`config.mk`:
```
export PLATFORM = sky130hd
export DESIGN_NAME = fifo_uart_tx
export DESIGN_NICKNAME = d
export VERILOG_FILES = /design/src/rtl/fifo_pkg.sv /design/src/rtl/fifo_uart_tx.sv
export SDC_FILE = /design/constraint.sdc
export NUM_CORES = 1
export LEC_CHECK = 0
export BUFFER_PORTS_ARGS = -buffer_cell sky130_fd_sc_hd__buf_4
export CAP_MARGIN = 20
export CORE_MARGIN = 2
export CORE_UTILIZATION = 55
export DETAILED_ROUTE_END_ITERATION = 16
export PLACE_DENSITY = 0.76
export SLEW_MARGIN = 20
export SYNTH_ARGS = -nofsm -noshare
export SYNTH_HDL_FRONTEND = slang
export SYNTH_SLANG_ARGS = --single-unit
```
`constraint.sdc`:
```
create_clock -name clk -period 2 [get_ports clk]
set_input_delay 0.1 -clock clk [delete_from_list [all_inputs] [get_ports clk]]
set_output_delay 0.1 -clock clk [all_outputs]
set_load 0.005 [all_outputs]
```
`src/rtl/fifo_pkg.sv`:
```
// Shared types and defaults for the FIFO and the UART transmitter that drains it.
package fifo_pkg;

  localparam int unsigned DATA_WIDTH_DEF = 8;
  localparam int unsigned ADDR_WIDTH_DEF = 3;

  typedef enum logic [1:0] {
    StIdle,
    StStart,
    StData,
    StStop
  } tx_state_e;

endpackage

```
`src/rtl/fifo_uart_tx.sv`:
```
// UART transmitter fed from a FWFT FIFO: 1 start bit, DATA_WIDTH data bits LSB first, 1 stop bit.
module fifo_uart_tx
  import fifo_pkg::*;
#(
  parameter int unsigned DATA_WIDTH   = DATA_WIDTH_DEF,
  parameter int unsigned CLKS_PER_BIT = 16
) (
  input  logic                  clk,
  input  logic                  reset,
  input  logic                  empty,
  input  logic [DATA_WIDTH-1:0] r_data,
  output logic                  rd,
  output logic                  tx,
  output logic                  busy,
  output logic                  tx_done_tick
);

  localparam int unsigned CntW = $clog2(CLKS_PER_BIT);
  localparam int unsigned IdxW = $clog2(DATA_WIDTH + 1);

  localparam logic [CntW-1:0] CntLast   = CntW'(CLKS_PER_BIT - 1);
  localparam logic [CntW-1:0] CntPenult = CntW'(CLKS_PER_BIT - 2);
  localparam logic [IdxW-1:0] IdxLast   = IdxW'(DATA_WIDTH - 1);

  tx_state_e             r_state;
  logic [CntW-1:0]       r_cnt;
  logic [IdxW-1:0]       r_idx;
  logic [DATA_WIDTH-1:0] r_shift;
  logic                  r_tx;
  logic                  r_done;
  logic                  w_bit_end;

  assign rd           = (r_state == StIdle) && !empty && !reset;
  assign busy         = (r_state != StIdle);
  assign tx           = r_tx;
  assign tx_done_tick = r_done;
  assign w_bit_end    = (r_cnt == CntLast);

  always_ff @(posedge clk) begin
    if (reset) begin
      r_state <= StIdle;
      r_cnt   <= '0;
      r_idx   <= '0;
      r_shift <= '0;
      r_tx    <= 1'b1;
      r_done  <= 1'b0;
    end else begin
      // Registered tick, so it is raised one cycle ahead to land on the last stop cycle.
      r_done <= (r_state == StStop) && (r_cnt == CntPenult);
      unique case (r_state)
        StIdle: begin
          if (rd) begin
            r_shift <= r_data;
            r_cnt   <= '0;
            r_tx    <= 1'b0;
            r_state <= StStart;
          end
        end
        StStart: begin
          if (w_bit_end) begin
            r_cnt   <= '0;
            r_idx   <= '0;
            r_tx    <= r_shift[0];
            r_state <= StData;
          end else begin
            r_cnt <= r_cnt + 1'b1;
          end
        end
        StData: begin
          if (w_bit_end) begin
            r_cnt   <= '0;
            r_shift <= r_shift >> 1;
            if (r_idx == IdxLast) begin
              r_tx    <= 1'b1;
              r_state <= StStop;
            end else begin
              r_idx <= r_idx + 1'b1;
              r_tx  <= r_shift[1];
            end
          end else begin
            r_cnt <= r_cnt + 1'b1;
          end
        end
        StStop: begin
          if (w_bit_end) begin
            r_cnt   <= '0;
            r_state <= StIdle;
          end else begin
            r_cnt <= r_cnt + 1'b1;
          end
        end
        default: r_state <= StIdle;
      endcase
    end
  end

endmodule

```
==> flow_summary.ini, run 1 <==
[run_status]
outcome = completed

[clocking]
clock_path_buffers = 2
cts_root_buffer = clkbuf_4
cts_hold_buffers = 0
cts_inserted_buffers = 3
cts_setup_buffers = 0
cts_tree = built
clkSinkCount = 20
h-tree-depth = 1
path_clk_slew_ps = 110
clock_latency_ps = 300

[drt]
ant_nets = 0
routed_wl_um = 2110
via_per_inst = 5.65
vias = 927
drtPass1Iterations = 4
wl_per_cell_um = 12.9
route.detailed.drc = 0
drt_iter0_markers = 11

[global_route]
track_usage = 0.190
grt_pass1_wl_um = 3620
antenna_found_initial = 0
grt_max_degree = 25
overflow = 0
grt_pass1_vias = 841

[place]
place_congestion = 0.878
dpl.hpwl_um = 1550
io_buffers = 14

[sta]
grt_setup_unrepaired = no
holdWs_ps = 80.9
layout_min_cycle_time_ps = 1750
period_share = 0.875
hold_violations = 0
max_slew.worst_pin.slew_ps = 393
drv_slew = 0
max_freq_mhz = 571
slew_headroom = 0.738
fin_setup_tns_ps = 0
clock_skew_ps = 7.10
setup-violations-final = 0

[critical_path]
cp_max_fo = 16
arrival_ps = 1970
worstSetupPathType = register to register
required_ps = 2220
end_kind = register
startpoint_type = register

[floorplanning]
core_area_um2 = 1960
start_util = 0.580
dieArea_um2 = 2450
die_y_um = 49.5
die_w_um = 49.5
ioPinCount = 15
rows = 16

[logic_synthesis]
synthFlopType = dfxtp_1
synth-seq-cells = 20
synth_common_cells = dfxtp_1, nor2_1, mux2i_1
syn_avg_cell_area_um2 = 9.17
synthCells = 124
synth_edf_count = 0
yosysSeqAreaShare = 0.352
synth_most_common_cell = dfxtp_1
yosysTopAreaCellShare = 0.352
ys_warn_count = 0
synthesis.nets = 143
netlist_area_um2 = 1140
synth.distinct_cells = 39
ys_top_cells_by_area = dfxtp_1, ha_1, mux2i_1
yosysTopAreaCell = dfxtp_1
synthArstFlopShare = 0

[final_layout]
final_nets = 157
num_antenna_cells = 0
layout-drive-gt1-share = 0.212
fin_util = 0.655
syn_to_final_growth_pct = 13.0
n_fill_cell = 181

[pwr]
power_mw = 1.62
p_leak_nw = 0.484
p_per_area_nw_per_um2 = 1260
vdd_drop_max_mv = 0.650

[flow_run]
drv_cap = 0

[worst_hold_path]
hold_class = primary input to register
## placed cells by master (no fill, tap or decap), types with 2 or more instances in the layout
cell,n
nand3_1,6
xnor2_1,2
ha_1,7
inv_1,5
a21oi_1,5
nor2_1,16
o21ai_0,5
nor3_1,3
a211oi_2,3
mux2i_1,10
nand2_1,3
dfxtp_1,20
buf_4,15
nand2b_1,5
or4_1,2
a211oi_1,5
clkbuf_4,3
## kinds of logic (layout without fill, tap and decap cells)
logic type,after synthesis,in the layout,synth area share
adders and majority gates,8,8,0.0880
xor gates and xnor gates,2,2,0.0154
muxes,10,10,0.0880
and+or+nand+nor,43,43,0.199
buffers and inverters,12,25,0.0528
AOI/OAI and AO/OA,29,29,0.205
DFF,20,20,0.352
## repair_timing
item                                    4_1_cts  5_1_grt
endpoints found under the setup margin        0        5
hold endpoints to repair                      0        0
gates resized for setup                       0        1
## area by class of cell
cell class | instances | area (µm²) | area share
multi-input cells | 92 | 679 | 0.529
flip-flops and latches | 20 | 400 | 0.312
repair buffers | 15 | 113 | 0.0876
clock buffers | 4 | 36.3 | 0.0282
well taps | 27 | 33.8 | 0.0263
inverters | 6 | 22.5 | 0.0175
## flip-flops by register name, indices dropped and copies added (netlist names)
signal / cells
r_shift: 8
r_cnt: 4
r_idx: 4
r_state: 2
tx: 1
tx_done_tick: 1
## path summary, 6_finish.rpt
kind	endpoint	cells after the start	start	slack, ps
worst max-delay path	r_shift[1]	6	r_state[0]	250
worst min-delay path	tx	3	empty	80
worst max register to register	r_shift[1]	6	r_state[0]	250
worst min register to register	r_shift[7]	2	r_shift[7]	500
## through the flow
stage	setup WS, ps	area [µm²]	std cells
finish	249	1280	164
global route	84.4	1280	164
CTS	131	1280	164
detailed placement	162	1250	160
global placement	237	1250	160
floorplan	465	1140	124
## report_power, final
part / internal [mW] / leakage (nW) / switching [mW]
sequential: 0.508 / 0.163 / 0.0741
clock: 0.111 / 0.0210 / 0.122
combinational: 0.348 / 0.299 / 0.458
total: 0.967 / 0.484 / 0.654
## worst max-delay path, cell delays in order (launching register included)
cell and delay [ps]:
dfxtp_1 350, inv_1 110, ha_2 330, nand4_2 160
a21oi_4 390, nor2_1 100, a211oi_1 220
## metal layers
metal | track usage | part of all wire
met2 | 0.313 | 0.46
met1 | 0.241 | 0.49
met3 | 0.0364 | 0.037
met4 | 0.0880 | 0.011
met5 | 0 | 0
Power figures use the tool's default switching activity.
==> run 2, diff against run 1 <==
- clock period: 2 -> 1.8 ns (I/O delays scaled with it)
==> flow_summary.ini, run 2 (synthesis results as in run 1) <==
[run_status]
outcome = completed

[floorplanning]
core_area_um2 = 1960
start_util = 0.580
die_w_um = 49.5
rows = 16
ioPinCount = 15
die_y_um = 49.5
dieArea_um2 = 2450

[critical_path]
reg2regPathDepth = 6
required_ps = 2020
r2r-start = r_state[0]
cpMaxStageDelayCell = dfxtp_2
worstPathCellList = inv_1 -> ha_1 -> o21a_4 -> nor2_1 -> a32oi_1 -> mux2i_1
cpPeakStageDelay_ps = 350
end_kind = register
arrival_ps = 1870
cp_max_fo = 9
startpoint_type = register
worstSetupPathType = register to register
crit_start = r_state[0]

[final_layout]
layout-drive-gt1-share = 0.237
layout_commonest_cell = dfxtp_1
num_antenna_cells = 0
final_nets = 159
layout_common_cells = dfxtp_1, nor2_1, buf_4
largest_reg_flops = 8
syn_to_final_growth_pct = 17.1
top_register = r_shift
fin_util = 0.679
instances_no_fill = 166
postLayoutCellArea_um2 = 1330
biggestRegsByFlops = r_shift x8, r_cnt x4, r_idx x4

[sta]
fin_setup_tns_ps = 0
slew_headroom = 0.776
grt_setup_unrepaired = no
layout_min_cycle_time_ps = 1650
setup-violations-final = 0
max_freq_mhz = 607
max_slew.worst_pin.slew_ps = 332
drv_slew = 0
period_share = 0.915
hold_violations = 0
clock_skew_ps = 7.92

[pwr]
p_per_area_nw_per_um2 = 1510
power_mw = 2.01
vdd_drop_max_mv = 1.08
p_leak_nw = 0.506

[drt]
routed_wl_um = 2180
wl_per_cell_um = 13.1
vias = 952
drt_iter0_markers = 23
route.detailed.drc = 0
ant_nets = 0
via_per_inst = 5.73
drtPass1Iterations = 4

[clocking]
clock_latency_ps = 300
cts_root_buffer = clkbuf_4
cts_tree = built
clkSinkCount = 20
clock_path_buffers = 2
path_clk_slew_ps = 110
cts_hold_buffers = 0
cts_inserted_buffers = 3
h-tree-depth = 1

[worst_hold_path]
hold_depth = 3
hold_class = primary input to register
hp-start = r_data[7]

[place]
placed_area_um2 = 1250
dpl.hpwl_um = 1640
place_congestion = 0.904
io_buffers = 14
dp_cells = 161

[global_route]
antenna_found_initial = 0
grt_pass1_wl_um = 4030
grt_max_degree = 25
overflow = 0
track_usage = 0.208
grt_pass1_vias = 928

[flow_run]
drv_cap = 0
## run 2: path summary, 6_finish.rpt
kind | end | slack (ps)
worst max-delay path | r_state[0] | 150
worst min-delay path | r_shift[7] | 70
worst max register to register | r_state[0] | 150
worst min register to register | r_shift[7] | 500
## run 2: per-stage QoR
step	hold slack (ps)	setup WS [ps]
global route	46.6	44.0
global placement	378	127
finish	72.5	154
detailed placement	383	21.8
floorplan	216	265
CTS	68.9	106
## run 2: power breakdown
| part | internal, mW | total (mW) | switching (mW) |
|---|---|---|---|
| clock | 0.225 | 0.365 | 0.140 |
| sequential | 0.569 | 0.650 | 0.0811 |
| combinational | 0.465 | 0.992 | 0.527 |
| total | 1.26 | 2.01 | 0.748 |
## run 2: metal layers
metal / part of all wire / up-vias / track usage
met5: 0 / - / 0
met4: 0.0087 / 0 / 0.0648
met3: 0.037 / 4 / 0.0303
met2: 0.49 / 21 / 0.351
met1: 0.47 / 447 / 0.274
li1: - / 480 / -
## run 2: layout make-up
cell class                      instances  area [µm²]
Clock inverter                          1        30.0
Inverter                                6        22.5
Clock buffer                            3        22.5
Fill cell                             165         631
Multi-Input combinational cell         92         679
Sequential cell                        20         403
Tap cell                               27        33.8
Timing Repair Buffer                   17         140
## run 2: worst max-delay path: cells and delay by family, from the launching register on
family | cells | cell delay (ps)
simple gates | 1 | 60
fa+ha+maj | 1 | 290
buf+inv | 1 | 120
flops | 1 | 350
mux | 1 | 240
compound gates | 2 | 520
## run 2: timing repair
item                                    CTS  global route
endpoints found under the setup margin    3             6
cloned                                    0             0
resized for setup                         0             3
buffers inserted                          1             0
pin swaps                                 1             0
==> run 3, diff against run 2 <==
- CORE_UTILIZATION: 55 -> 60
- PLACE_DENSITY: 0.76 -> 0.81
- clock period: 1.8 -> 1.95 ns (I/O delays scaled with it)
==> flow_summary.ini, run 3 (synthesis results as in run 1) <==
[sta]
setup-violations-final = 0
slew_headroom = 0.759
hold_violations = 0
grt_setup_unrepaired = no
clock_skew_ps = 2.55
fin_setup_tns_ps = 0
layout_min_cycle_time_ps = 1750
drv_slew = 0
period_share = 0.898
max_freq_mhz = 571
setup_ws_ps = 199
max_slew.worst_pin.slew_ps = 362

[drt]
via_per_inst = 5.96
drt_iter0_markers = 23
wl_per_cell_um = 14.1
ant_nets = 0
vias = 977
route.detailed.drc = 0
drtPass1Iterations = 4
routed_wl_um = 2320

[final_layout]
instances_no_fill = 164
fin_util = 0.741
biggestRegsByFlops = r_shift x8, r_cnt x4, r_idx x4
num_antenna_cells = 0
final_nets = 159
largest_reg_flops = 8
layout-drive-gt1-share = 0.216
top_register = r_shift
syn_to_final_growth_pct = 15.0
n_fill_cell = 145
layout_common_cells = dfxtp_1, nor2_1, buf_4
layout_commonest_cell = dfxtp_1

[critical_path]
reg2reg_to = r_shift[2]
crit_start = r_state[0]
r2r-start = r_state[0]
startpoint_type = register
arrival_ps = 1970
cp_max_fo = 15
required_ps = 2170
reg2regPathDepth = 7
worstSetupPathType = register to register
end_kind = register
reg2reg_slack_ps = 200

[run_status]
outcome = completed

[floorplanning]
ioPinCount = 15
dieArea_um2 = 2260
start_util = 0.645
die_w_um = 47.5
core_area_um2 = 1760
rows = 15
die_y_um = 47.5

[global_route]
top_usage_layer = met2
use_met3 = 0.0453
grt_pass1_wl_um = 3510
overflow = 0
grt_use_met2 = 0.359
grt_max_degree = 25
track_usage = 0.220
antenna_found_initial = 0
grt_pass1_vias = 807
grtUsageMet1 = 0.293

[worst_hold_path]
hold_class = primary input to register
hp-start = empty
hold_depth = 3
hold_end = tx

[place]
dpl.hpwl_um = 1630
io_buffers = 14
dp_cells = 159
pre_cts_slack_ps = 149
place_congestion = 0.837

[clocking]
clock_latency_ps = 300
clkSinkCount = 20
clock_path_buffers = 2
cts_hold_buffers = 0
h-tree-depth = 1
cts_inserted_buffers = 3
cts_root_buffer = clkbuf_4
path_clk_slew_ps = 120
cts_tree = built

[pwr]
p_per_area_nw_per_um2 = 1370
vdd_drop_max_mv = 1.05
p_leak_nw = 0.500

[flow_run]
drv_cap = 0
-- run 3: worst max path at each step --
stage | endpoint | depth (start not counted)
after global placement | r_shift[6] | 6
after CTS | r_shift[2] | 6
after global routing | r_shift[6] | 7
final | r_shift[2] | 7
after detailed placement | r_shift[6] | 6
after floorplan | r_shift[4] | 7
-- run 3: worst max-delay path, cell delays in order (launching register included) --
cell      delay, ps
dfxtp_1         400
inv_1           100
ha_1            320
nand2b_1        220
a21oi_4         190
buf_12          160
nor2_1           50
a211oi_1        230
-- run 3: per-layer routing --
layer | routed length, µm | vias to the layer above | share of wire
li1 | - | 480 | -
met1 | 1090 | 461 | 0.47
met2 | 1100 | 34 | 0.47
met3 | 114 | 2 | 0.049
met4 | 14 | 0 | 0.0060
met5 | 0 | - | 0
-- run 3: layout make-up --
class	count	area (µm²)	share of cell area
Clock buffer	4	36.3	0.0278
Tap cell	25	31.3	0.0239
Timing Repair Buffer	17	140	0.107
Multi-Input combinational cell	92	677	0.518
Inverter	6	22.5	0.0172
Sequential cell	20	400	0.306
-- run 3: power by group --
group | switching [mW] | internal, mW
Clock | 0.133 | 0.114
Sequential | 0.0734 | 0.521
Combinational | 0.515 | 0.428
-- run 3: through the flow --
stage	hold WS (ps)	instance area (µm²)	total power, mW
6_report	68.9	1310	1.78
5_1_grt	74.1	1310	1.91
4_1_cts	59.0	1290	1.71
3_5_place_dp	386	1250	1.45
3_3_place_gp	379	1250	1.40
2_1_floorplan	231	1140	1.27
-- run 3: timing repair --
item	in CTS	in global routing
resized for setup	0	0
setup buffers	0	1
setup endpoints to repair	0	4
